$ cat config.mk
export PLATFORM = sky130hd
export DESIGN_NAME = cs_fifo_wr_arb
export DESIGN_NICKNAME = d
export VERILOG_FILES = /design/src/rtl/cs_fifo_arb_pkg.sv /design/src/rtl/cs_rr_pick.sv /design/src/rtl/cs_fifo_wr_arb.sv
export SDC_FILE = /design/constraint.sdc
export NUM_CORES = 1
export LEC_CHECK = 0
export ABC_CLOCK_PERIOD_IN_PS = 2500
export CORE_MARGIN = 2
export CORE_UTILIZATION = 31
export DETAILED_ROUTE_END_ITERATION = 8
export HOLD_SLACK_MARGIN = 0.05
export MAX_ROUTING_LAYER = met4
export PLACE_DENSITY = 0.81
export SLEW_MARGIN = 20
export SYNTH_ARGS = -nofsm -noshare
export SYNTH_HDL_FRONTEND = slang
export SYNTH_SLANG_ARGS = --single-unit
$ cat constraint.sdc
create_clock -name wrclk -period 2.5 [get_ports wrclk]
set_clock_uncertainty 0.05 [all_clocks]
set_input_delay 0.5 -clock wrclk [delete_from_list [all_inputs] [get_ports wrclk]]
set_output_delay 0.5 -clock wrclk [all_outputs]
set_load 0.02 [all_outputs]
$ cat src/rtl/cs_fifo_arb_pkg.sv
// Shared types and widths for the cs_fifo write-side arbiter.
package cs_fifo_arb_pkg;

  typedef logic [0:0] arb_state_t;
  localparam arb_state_t IDLE  = 1'b0;
  localparam arb_state_t BURST = 1'b1;

  localparam int BEAT_CNT_W  = 8;
  localparam int STATS_CNT_W = 16;

endpackage

$ cat src/rtl/cs_rr_pick.sv
// Round-robin pick: first valid requester searching upward from last_owner+1, wrapping.
module cs_rr_pick #(
  parameter int NUM_REQ = 4,
  parameter int IDX_W   = $clog2(NUM_REQ)
) (
  input  logic [NUM_REQ-1:0] valid,
  input  logic [IDX_W-1:0]   last_owner,
  output logic [NUM_REQ-1:0] pick,
  output logic [IDX_W-1:0]   pick_idx,
  output logic               any
);

  logic [IDX_W:0]   sum;
  logic [IDX_W-1:0] idx;
  logic             found;

  assign any = |valid;

  always_comb begin
    pick     = '0;
    pick_idx = '0;
    sum      = '0;
    idx      = '0;
    found    = 1'b0;
    for (int k = 1; k <= NUM_REQ; k++) begin
      sum = {1'b0, last_owner} + (IDX_W+1)'(k);
      if (sum >= (IDX_W+1)'(NUM_REQ)) sum = sum - (IDX_W+1)'(NUM_REQ);
      idx = sum[IDX_W-1:0];
      if (!found && valid[idx]) begin
        found     = 1'b1;
        pick[idx] = 1'b1;
        pick_idx  = idx;
      end
    end
  end

endmodule

$ cat src/rtl/cs_fifo_wr_arb.sv
// Multi-requester burst arbiter feeding the cs_fifo write port (IDLE/BURST FSM).
// Optional per-requester beat counters on word_cnt: define CS_FIFO_WR_ARB_STATS_EN.
//
// Handshake: a beat transfers on a wrclk edge where req_valid[g] & req_ready[g];
// the same cycle drives wrreq/data to the FIFO, so there is no buffering here.
module cs_fifo_wr_arb
  import cs_fifo_arb_pkg::*;
#(
  parameter int NUM_REQ   = 4,
  parameter int DATA_W    = 32,
  parameter int MAX_BURST = 8
) (
  input  logic                      wrclk,
  input  logic                      sclr,
  input  logic [NUM_REQ-1:0]        req_valid,
  input  logic [NUM_REQ-1:0]        req_last,
  input  logic [NUM_REQ*DATA_W-1:0] req_data,
  output logic [NUM_REQ-1:0]        req_ready,
  input  logic                      wrfull,
  output logic                      wrreq,
  output logic [DATA_W-1:0]         data,
  output logic [NUM_REQ-1:0]        grant,
  output logic                      busy
`ifdef CS_FIFO_WR_ARB_STATS_EN
  ,
  output logic [NUM_REQ*STATS_CNT_W-1:0] word_cnt
`endif
);

  localparam int IDX_W = $clog2(NUM_REQ);

  arb_state_t              state;
  logic [IDX_W-1:0]        last_owner;
  logic [IDX_W-1:0]        owner;
  logic [NUM_REQ-1:0]      grant_q;
  logic [BEAT_CNT_W-1:0]   beat_cnt;
  logic [NUM_REQ-1:0]      pick;
  logic [IDX_W-1:0]        pick_idx;
  logic                    any_valid;
  logic                    accept;
  logic                    burst_done;

  cs_rr_pick #(.NUM_REQ(NUM_REQ), .IDX_W(IDX_W)) u_pick (
    .valid      (req_valid),
    .last_owner (last_owner),
    .pick       (pick),
    .pick_idx   (pick_idx),
    .any        (any_valid)
  );

  assign busy  = (state == BURST);
  assign grant = grant_q;
  // sclr kills the write strobe in its own cycle so an aborted burst leaves nothing behind
  assign accept    = busy & req_valid[owner] & ~wrfull & ~sclr;
  assign wrreq     = accept;
  assign req_ready = (busy & ~wrfull & ~sclr) ? grant_q : '0;
  assign data      = req_data[owner*DATA_W +: DATA_W];
  assign burst_done = req_last[owner] |
                      ({1'b0, beat_cnt} == (BEAT_CNT_W+1)'(MAX_BURST-1));

  always_ff @(posedge wrclk) begin
    if (sclr) begin
      state      <= IDLE;
      last_owner <= IDX_W'(NUM_REQ-1);
      owner      <= '0;
      grant_q    <= '0;
      beat_cnt   <= '0;
    end else begin
      case (state)
        IDLE: begin
          if (any_valid) begin
            state    <= BURST;
            grant_q  <= pick;
            owner    <= pick_idx;
            beat_cnt <= '0;
          end
        end
        BURST: begin
          if (accept) begin
            beat_cnt <= beat_cnt + 1'b1;
            if (burst_done) begin
              state      <= IDLE;
              grant_q    <= '0;
              last_owner <= owner;
            end
          end
        end
        default: state <= IDLE;
      endcase
    end
  end

`ifdef CS_FIFO_WR_ARB_STATS_EN
  logic [NUM_REQ*STATS_CNT_W-1:0] word_cnt_q;

  always_ff @(posedge wrclk) begin
    if (sclr) begin
      word_cnt_q <= '0;
    end else begin
      for (int i = 0; i < NUM_REQ; i++) begin
        if (accept && owner == IDX_W'(i))
          word_cnt_q[i*STATS_CNT_W +: STATS_CNT_W] <=
            word_cnt_q[i*STATS_CNT_W +: STATS_CNT_W] + 1'b1;
      end
    end
  end

  assign word_cnt = word_cnt_q;
`endif

endmodule
Word-level counts from Yosys, hierarchy flattened:

Index checks and enable logic that the tools add are counted.
W data, S select, Z words.

* add/sub/neg operators: 9
* magnitude comparators: 13
* equal/unequal tests: 4
* shift operators: 1
* multiplexer cells: 47
* bitwise gates (word level): 12
* reductions and logical operators: 15

Operators by type and width (number)
* $shiftx A128 B8 Y32: 1
* $mux W4: 8
* $mux W1: 16
* $mux W2: 8
* $mux W8: 2
* $pmux W8 S2: 1
* $lt A2 B3 Y1 const B: 5
* $bmux W1 S2: 6
* $ge A3 B3 Y1 const B: 4
* $or A4 B4 Y4: 3
* $add A8 B1 Y8 const B: 1
* $demux W1 S2: 4
* $eq A8 B3 Y1 const B: 1
* $ge A2 B1 Y1 const B: 4
* $pmux W4 S2: 1
* $sub A2 B1 Y2 const B: 4
* $logic_and A1 B1 Y1: 7
* $add A2 B2 Y3 const B: 2
* $reduce_and A3 Y1: 2
* $and A1 B1 Y1: 5
* $ne A2 B2 Y1 const B: 2
* $reduce_and A2 Y1: 2
* $reduce_or A4 Y1: 1
* $add A2 B1 Y3 const B: 1
* other kinds (6): 10

* register bits after elaboration: 17
* input bits: 139
* output and inout bits: 42
* logic and storage cells: 106

Logic depth before layout (Yosys ltp):

Gate-level depths: netlist of run 1.

* depth after elaboration: 17
* mapped depth: 8
* gate-level depth less buffers: 7

By module:

A second synthesis of run 1 with hierarchy kept.

* cell total of the unflattened synthesis: 203
* area total of the unflattened synthesis: 2119.5 um^2

By module, submodules not included
* cs_fifo_wr_arb: times used 1, cells each 133, area each 1579.0 um^2, sequential area each 340.3 um^2
* cs_rr_pick: times used 1, cells each 70, area each 540.5 um^2, sequential area each 0.0 um^2

Worst setup path after synthesis of run 1:

Ideal clock, no wire load.

* path kind: register to register
* start: register last_owner[0]
* end: register owner[0]
* setup time: 0.059 ns
* arrival: 2.019 ns
* data required time: 2.391 ns
* path slack: 0.371 ns
* cell stages (with the launch flop): 9
* path buffers: 1
* clock period less this slack: 2.129 ns
* cell sequence: dfxtp_1 > buf_6 > inv_1 > ha_1 > mux4_2 > nor2b_2 > o21ai_1 > a2111oi_1 > a31o_1

* cells in the longest elaborated chain, start to end: 15
* elaborated cells on any way between the ends: 37
* those cells by class: add/sub (8); order compare (4); mux (19); reduce/logical (6)

Ends and longest elaborated chain
* start: declaration: line cs_fifo_wr_arb.sv:33 `logic [IDX_W-1:0] last_owner;`
* start signal: assignment: line cs_fifo_wr_arb.sv:64 `last_owner <= IDX_W'(NUM_REQ-1);`
* start signal: assignment: line cs_fifo_wr_arb.sv:84 `last_owner <= owner;`
* $add A2 B1 Y3: line cs_rr_pick.sv:26 `sum = {1'b0, last_owner} + (IDX_W+1)'(k);`
* $ge A3 B3 Y1 or $sub A2 B1 Y2 (tied branches): line cs_rr_pick.sv:27 `if (sum >= (IDX_W+1)'(NUM_REQ)) sum = sum - (IDX_W+1)'(NUM_REQ);`
* $mux W2: line cs_rr_pick.sv:27
* $bmux W1 S2: line cs_rr_pick.sv:29 `if (!found && valid[idx]) begin`
* $mux W1 (implied by the code): line cs_rr_pick.sv:29
* $mux W1: line cs_rr_pick.sv:29
* $logic_not A1 Y1: line cs_rr_pick.sv:29
* $logic_and A1 B1 Y1: line cs_rr_pick.sv:29
* $mux W1: line cs_rr_pick.sv:29
* $logic_not A1 Y1: line cs_rr_pick.sv:29
* $logic_and A1 B1 Y1: line cs_rr_pick.sv:29
* $mux W1: line cs_rr_pick.sv:29
* $logic_not A1 Y1: line cs_rr_pick.sv:29
* $logic_and A1 B1 Y1: line cs_rr_pick.sv:29
* $mux W2 *: line cs_rr_pick.sv:29
* end signal: assignment: line cs_fifo_wr_arb.sv:74 `owner <= pick_idx;`
* end: declaration: line cs_fifo_wr_arb.sv:34 `logic [IDX_W-1:0] owner;`

Every way passes the cells marked *; elsewhere a longest branch is shown, timed or not. The select of a mux whose other input is x is not followed.
A chain may end at the register's enable or synchronous reset.

Worst setup path after layout of run 1:

* start: input port req_data[120]
* end: output port data[24]

* cells in the longest elaborated chain, start to end: 1

Ends and longest elaborated chain
* start: declaration: line cs_fifo_wr_arb.sv:17 `input logic [NUM_REQ*DATA_W-1:0] req_data,`
* $shiftx A128 B8 Y32: line cs_fifo_wr_arb.sv:57 `assign data = req_data[owner*DATA_W +: DATA_W];`
* end: declaration: line cs_fifo_wr_arb.sv:21 `output logic [DATA_W-1:0] data,`

Every way passes these cells.

==> flow_summary.rst, run 1 <==
.. list-table::
   :header-rows: 1

   * - Metric
     - Value
   * - Run status
     - complete, no violations
   * - Number of hold buffers added after cts
     - 0
   * - Drt first pass iters
     - 5
   * - Number of antenna violations at the first check in global routing
     - 0
   * - Clock tree from TritonCTS
     - done
   * - Overall routing resource usage
     - 22.8%
   * - Detailed placement HPWL
     - 6.58 mm
   * - Total Negative Setup Slacks
     - 0 ns
   * - Clock tree root buffer cell
     - clkbuf_8
   * - Number of register bits inferred by synthesis
     - 17
   * - Area growth from synthesis to layout
     - 103%
   * - Standard-cell rows
     - 29
   * - Number of clock sinks
     - 17
   * - # DRC
     - 0
   * - Critical Path RT
     - 1.95 ns
   * - CTS Buf Count
     - 3
   * - Number of levels in the clock H-tree
     - 1
   * - Cell variety after synth
     - 43
   * - Mean Syn Cell Area
     - 11.6 sq um
   * - Final-layout worst hold slack
     - 0.476 ns
   * - Global-route congestion overflow total
     - 0
   * - Cell area after layout
     - 4020 sq um
   * - Biggest fanout along the worst timing path
     - 1
   * - Longest individual stage delay on the worst path
     - 0.56 ns
   * - Clock latency at the later pin of the worst-skew pair
     - 0.26 ns
   * - N_diodes
     - 0
   * - Die area
     - 7030 sq um
   * - Async set-or-reset flop fraction in the synthesized netlist
     - 0%
   * - Weighted congestion at the end of routability-driven global placement
     - 0.828
   * - Via count of the first global-routing pass
     - 2364
   * - WL per Instance
     - 18.2 microns
   * - Fraction of final layout cells sized beyond drive strength 1
     - 18.8%
   * - Flip-flop cell with the highest count after synthesis
     - dfxtp_1
   * - Ordered cell list for the critical path
     - clkdlybuf4s50_1 -> mux4_2 -> clkdlybuf4s50_1
   * - Die Wd
     - 83.9 microns
   * - Startpoint type of the worst setup path
     - input port
   * - Type of element capturing the critical path
     - primary output
   * - Port buffer count
     - 180
   * - Post-synthesis cell area
     - 1980 sq um
   * - Maximum number of pins on one net before global-route repair
     - 36
   * - Worst-case clock buffer depth
     - 2
   * - Post-synth net total
     - 319
   * - Worst Path Buf+Inv
     - 2
   * - Power density of the placed cells
     - 312 nW/um^2
   * - Worst ir drop on vdd
     - 0.392 mV
   * - Main area contributors after synthesis
     - mux4_2 (42%), dfxtp_1 (17%), ha_1 (5.7%)
   * - Die Y
     - 83.9 microns
   * - Class of the most critical hold timing path
     - flop to flop
   * - Timing-limited maximum frequency
     - 404 MHz
   * - Maximum Capacitance Violations
     - 0
   * - Crit path DAT
     - 1.92 ns
   * - Max-slew violation count
     - 0
   * - Actual transition at the worst max-transition pin
     - 0.349 ns
   * - Headroom to the max-slew limit
     - 76.5%
   * - Area of the core region
     - 6240 sq um
   * - First-pass GRT wire length
     - 12.2 mm
   * - Slowest cell on the critical path
     - clkdlybuf4s50_1
   * - Routed wire length
     - 7.96 mm
   * - Initial core utilization
     - 31.7%
   * - Number of filler cells placed in the layout
     - 517
   * - Most frequent cells in the layout
     - clkdlybuf4s50_1 (149), mux4_2 (37), dlygate4sd2_1 (24)
   * - # IOs
     - 181
   * - Unrepaired setup endpoints after global routing
     - no
   * - Detail Route Antenna Nets
     - 0
   * - Total of warnings raised by yosys
     - 0
   * - Initial DRC Count
     - 70
   * - Ratio of final minimum period to clock period
     - 99.0%
   * - Final net count
     - 510
   * - Routed vias/inst
     - 5.24
   * - Top delay family on crit path
     - buffers and inverters
   * - Leakage power of the design
     - 1.56 nW
   * - Cell accounting for the most synthesized area
     - mux4_2
   * - Number of enable-type register cells in the synthesized netlist
     - 0
   * - Clock input transition at the sequential cells of the worst setup and hold paths
     - 0.07 ns
   * - Instance count of the mapped netlist
     - 171
   * - Clock period minus final worst setup slack
     - 2.47 ns
   * - Most frequent cell on the critical path
     - clkdlybuf4s50_1
   * - Detailed-route via count
     - 2296
   * - Fraction of post-synthesis cell area in the top cell type by area
     - 42.2%
   * - Sequential-to-total area share from yosys stat
     - 17.2%
   * - Kind of critical path
     - input port to primary output
   * - Commonest non-fill, non-tap cell in the layout
     - clkdlybuf4s50_1
   * - Instance area at placement
     - 3960 sq um
   * - Total setup violations reported at the end of the flow
     - 0
   * - Hold violation total from the final report
     - 0
-- where the power goes --
part / switching, mW / total (mW) / leakage, nW / internal, mW
Sequential: 0.0100 / 0.292 / 0.139 / 0.282
Combinational: 0.293 / 0.750 / 1.40 / 0.457
Clock: 0.102 / 0.213 / 0.0255 / 0.111
Total: 0.404 / 1.25 / 1.56 / 0.851
-- flip-flops by register name (all words and copies together), names as in the netlist --
signal      cells
grant           4
busy            1
beat_cnt        8
owner           2
last_owner      2
-- cell type report --
class | count | area [sq um] | area share (%)
repair buffers | 197 | 1960 | 48.9
well taps | 77 | 96.3 | 2.40
flip-flops and latches | 17 | 343 | 8.53
inverters | 9 | 33.8 | 0.841
clock buffers | 3 | 41.3 | 1.03
multi-input cells | 134 | 1540 | 38.2
clock inverters | 1 | 5.00 | 0.125
-- cells in the mapped netlist, drive strengths merged (2+ instances only) --
cell,count
nor2b,3
nand2,7
a22oi,5
a211oi,5
inv,9
nor4,2
mux4,38
and2,9
ha,9
a221oi,4
xnor2,5
buf,7
a21oi,7
clkbuf,4
nor2,12
o21ai,5
nor3b,2
nor3,4
mux2i,3
nand3,2
dfxtp,17
-- logic make-up (layout without fill, tap and decap cells) --
kind of cell / count (synthesis) / after routing / share of synthesized area [%]
AO/OA/AOI/OAI: 32 / 32 / 11.3
XOR/XNOR: 6 / 6 / 2.66
adder cells (fa/ha/maj): 9 / 9 / 5.70
buffers and inverters: 20 / 210 / 5.13
flip-flops: 17 / 17 / 17.2
multiplexers: 42 / 42 / 45.6
AND/OR/NAND/NOR: 45 / 45 / 12.5
-- routing by layer --
metal / global-route usage [%] / part of all wire, %
met5: - / 0
met4: 3.96 / 0.90
met3: 5.44 / 6.7
met2: 41.2 / 55
met1: 26.0 / 37
-- repair_timing --
| item | in CTS | in global routing |
|---|---|---|
| gates resized for setup | 26 | 6 |
| pin swaps | 0 | 0 |
| gates cloned | 1 | 0 |
| buffers inserted | 0 | 0 |
| endpoints found under the setup margin | 31 | 6 |
-- worst paths after layout --
path | from | endpoint | slack [ns] | cells past startpoint
min | beat_cnt[1]$_SDFFE_PP0P_ | beat_cnt[1]$_SDFFE_PP0P_ | 0.48 | 2
min reg2reg | beat_cnt[1]$_SDFFE_PP0P_ | beat_cnt[1]$_SDFFE_PP0P_ | 0.48 | 2
max reg2reg | owner[0]$_SDFFE_PP0P_ | grant[0]$_SDFFE_PP0P_ | 0.33 | 7
max | req_data[120] | data[24] | 0.03 | 3
-- through the flow --
| stage | setup WS, ns | utilization, % | instances | total power [mW] |
|---|---|---|---|---|
| 2_1_floorplan | 0.371 | - | 171 | 0.642 |
| 3_3_place_gp | -0.177 | 63.4 | 433 | 1.07 |
| 3_5_place_dp | -0.227 | 63.4 | 433 | 1.08 |
| 4_1_cts | 0.00511 | 64.2 | 438 | 1.27 |
| 5_1_grt | 0.000263 | 64.4 | 438 | 1.32 |
| 6_report | 0.0252 | 64.4 | 438 | 1.25 |
-- worst reg2reg max path, delay by kind of cell, from the launching register on --
family | cells | cell delay, ns
DFF | 1 | 0.37
AOI/OAI and AO/OA | 3 | 0.49
buffers and inverters | 2 | 0.47
and+or+nand+nor | 1 | 0.20
muxes | 1 | 0.52
No activity file was read; power rests on OpenSTA's default activity.
==> run 2, diff against run 1 <==
- CTS_CLUSTER_SIZE: unset -> 12
==> results of run 2 <==
Same layout as run 1: the final DEF is identical, and so are final timing and power.
==> run 3, diff against run 2 <==
- ABC_CLOCK_PERIOD_IN_PS: 2500 -> 2150
- CORE_UTILIZATION: 31 -> 28
- PLACE_DENSITY: 0.81 -> 0.77
- clock period: 2.5 -> 2.15 ns (I/O delays scaled with it)
==> run 3 against run 2 <==
  * Count of clock-buffer cells in the layout is the same
  * Sequential power grew 17%
  * Global-route usage shrank 2.8 points
  * Final cell count rose by 7.3%
  * Register-to-register slack worse by 0.26 ns
  * Critical endpoint is now data[14]
  * Highest routed layer unchanged
==> flow_summary.rst, run 3 (synthesis results as in run 1) <==
.. list-table::
   :header-rows: 1

   * - Metric
     - Value
   * - Number of levels in the clock H-tree
     - 1 (unchanged)
   * - Number of hold buffers added after cts
     - 0 (unchanged)
   * - Worst ir drop on vdd
     - 0.179 mV (-54%)
   * - Area of the core region
     - 6830 sq um (+9.5%)
   * - Timing-limited maximum frequency
     - 474 MHz
   * - Standard-cell rows
     - 30 (+3.4%)
   * - Register share of total power
     - 23.2% (about the same)
   * - Ratio of final minimum period to clock period
     - 98.1%
   * - Unrepaired setup endpoints after global routing
     - yes
   * - Worst-case clock buffer depth
     - 2 (unchanged)
   * - Final net count
     - 523 (+2.5%)
   * - Combinational share of power
     - 59.7% (about the same)
   * - Area growth from synthesis to layout
     - 106%
   * - Port buffer count
     - 180 (unchanged)
   * - Run status
     - complete, no violations
   * - Routed wire length
     - 8.07 mm (+1.3%)
   * - Detailed-route via count
     - 2327 (+1.4%)
   * - Post-Route Utilization
     - 59.7% (-4.7 points)
   * - Number of clock sinks
     - 17 (unchanged)
   * - Die area
     - 7750 sq um (+10%)
   * - Post-placement cell count
     - 463 (+6.9%)
   * - # IOs
     - 181 (unchanged)
   * - First-pass GRT wire length
     - 11.5 mm (-6.0%)
   * - Crit path DAT
     - 1.63 ns (-0.29 ns)
   * - Detailed placement HPWL
     - 6.79 mm (+3.1%)
   * - Clock latency at the later pin of the worst-skew pair
     - 0.26 ns (about the same)
   * - # DRC
     - 0 (unchanged)
   * - Clock tree root buffer cell
     - clkbuf_8
   * - Fraction of final layout cells sized beyond drive strength 1
     - 32.9% (+14 points)
   * - Switching portion of total power
     - 33.3% (+1.1 points)
   * - Final setup slack of the worst path
     - 0.0403 ns (+0.0151 ns)
   * - WL per Instance
     - 17.2 microns (-5.6%)
   * - Routed vias/inst
     - 4.95 (-5.6%)
   * - N_diodes
     - 0 (unchanged)
   * - Cell area after layout
     - 4080 sq um (+1.5%)
   * - Instance area at placement
     - 4070 sq um (+3.0%)
   * - Hold violation total from the final report
     - 0 (unchanged)
   * - Total setup violations reported at the end of the flow
     - 0 (unchanged)
   * - Clock tree from TritonCTS
     - done
   * - CTS Buf Count
     - 3 (unchanged)
   * - Max-slew violation count
     - 0 (unchanged)
   * - Drt first pass iters
     - 4 (-1)
   * - Class of the most critical hold timing path
     - flop to flop
   * - Detail Route Antenna Nets
     - 0 (unchanged)
   * - Overall power of the completed layout
     - 1.47 mW (+17%)
   * - Clock input transition at the sequential cells of the worst setup and hold paths
     - 0.07 ns (about the same)
   * - Weighted congestion at the end of routability-driven global placement
     - 0.831 (+0.27%)
   * - Post-Place Setup Slack
     - -0.384 ns (-0.157 ns)
   * - Leakage power of the design
     - 1.58 nW (+1.0%)
   * - Commonest non-fill, non-tap cell in the layout
     - clkdlybuf4s50_1
   * - Number of antenna violations at the first check in global routing
     - 0 (unchanged)
   * - Die Y
     - 88.0 microns (+5.0%)
   * - Post-Layout Cell Count
     - 470 (+7.3%)
   * - Global-route congestion overflow total
     - 0 (unchanged)
   * - Overall routing resource usage
     - 20.0% (-2.8 points)
   * - Type of element capturing the critical path
     - primary output
   * - Biggest fanout along the worst timing path
     - 13 (+12)
   * - Most frequent cells in the layout
     - clkdlybuf4s50_1 (139), mux4_2 (37), buf_4 (21)
   * - Register bank with the most flops
     - beat_cnt
   * - Clock period minus final worst setup slack
     - 2.11 ns
   * - Clock Power Share
     - 17.1% (+0.2 points)
   * - Initial core utilization
     - 28.9% (-2.7 points)
   * - Initial DRC Count
     - 85 (+21%)
   * - Total net switching power
     - 0.490 mW (+21%)
   * - Actual transition at the worst max-transition pin
     - 0.387 ns (+0.0373 ns)
   * - Maximum number of pins on one net before global-route repair
     - 36 (unchanged)
   * - Via count of the first global-routing pass
     - 2305 (-2.5%)
   * - Kind of critical path
     - flop to primary output
   * - Headroom to the max-slew limit
     - 74.2% (-2.3 points)
   * - Maximum Capacitance Violations
     - 0 (unchanged)
   * - Hold Path Cell Cnt
     - 2 (unchanged)
   * - Cell-internal power
     - 0.982 mW (+15%)
   * - Critical Path RT
     - 1.67 ns (-0.28 ns)
   * - Power density of the placed cells
     - 361 nW/um^2 (+16%)
   * - Die Wd
     - 88.0 microns (+5.0%)
   * - Worst R2R Path Depth
     - 6 (-1)
   * - Flip-flop count of the largest register after layout
     - 8 (unchanged)
   * - Startpoint type of the worst setup path
     - flop
[run 3: cell types whose count changed in the layout (fill, tap and decap cells not counted), sizes merged]
cell,previous run,this run
buf,16,42
bufbuf,1,0
clkbuf,3,18
clkdlybuf4s15,1,10
clkdlybuf4s50,149,139
dlygate4sd2,24,0
dlymetal6s2s,6,4
[run 3: repair_timing]
action                     CTS  global route
setup endpoints to repair   37            41
gates cloned                 0             1
gates resized for setup     92            48
pin swaps                    1             5
setup buffers                0             2
[run 3: worst paths after layout]
kind | startpoint | endpoint | slack, ns
worst max-delay path | owner[0]$_SDFFE_PP0P_ | data[14] | 0.04
worst max register to register | last_owner[1]$_SDFFE_PP1P_ | grant[2]$_SDFFE_PP0P_ | 0.07
worst min-delay path | beat_cnt[1]$_SDFFE_PP0P_ | beat_cnt[1]$_SDFFE_PP0P_ | 0.48
worst min register to register | beat_cnt[1]$_SDFFE_PP0P_ | beat_cnt[1]$_SDFFE_PP0P_ | 0.48
[run 3: final cells by class]
type / count / area [sq um]
Fill cell: 586 / 2750
Inverter: 9 / 33.8
Sequential cell: 17 / 345
Tap cell: 96 / 120
Clock buffer: 3 / 41.3
Timing Repair Buffer: 210 / 1970
Clock inverter: 1 / 5.00
Multi-Input combinational cell: 134 / 1570
[run 3: power groups by stage]
stage	Clock (mW)	Sequential (mW)	Combinational, mW
after floorplan	0	0.352	0.394
after global placement	0	0.349	0.915
after detailed placement	0	0.350	0.929
after CTS	0.259	0.342	0.901
after global routing	0.269	0.343	0.935
final	0.252	0.341	0.878
[run 3: critical path, stage by stage (launching register included)]
cell and delay [ns]:
dfxtp_4 0.41, buf_12 0.17, buf_4 0.12, mux4_2 0.49, clkbuf_2 0.18
[run 3: per-layer routing]
| layer | share of wire, % | global-route usage [%] | up-vias | wire length [microns] |
|---|---|---|---|---|
| met3 | 5.6 | 3.20 | 7 | 451 |
| met5 | 0 | - | - | 0 |
| met4 | 0.93 | 4.27 | 0 | 75 |
| met2 | 55 | 35.3 | 104 | 4430 |
| met1 | 39 | 24.1 | 1119 | 3120 |
| li1 | - | - | 1097 | - |
[run 3: through the flow]
stage / hold slack, ns / setup TNS (ns)
2_1_floorplan: 0.431 / 0
3_3_place_gp: 0.453 / -9.79
3_5_place_dp: 0.462 / -10.73
4_1_cts: 0.489 / 0
5_1_grt: 0.501 / -0.0817
6_report: 0.482 / 0
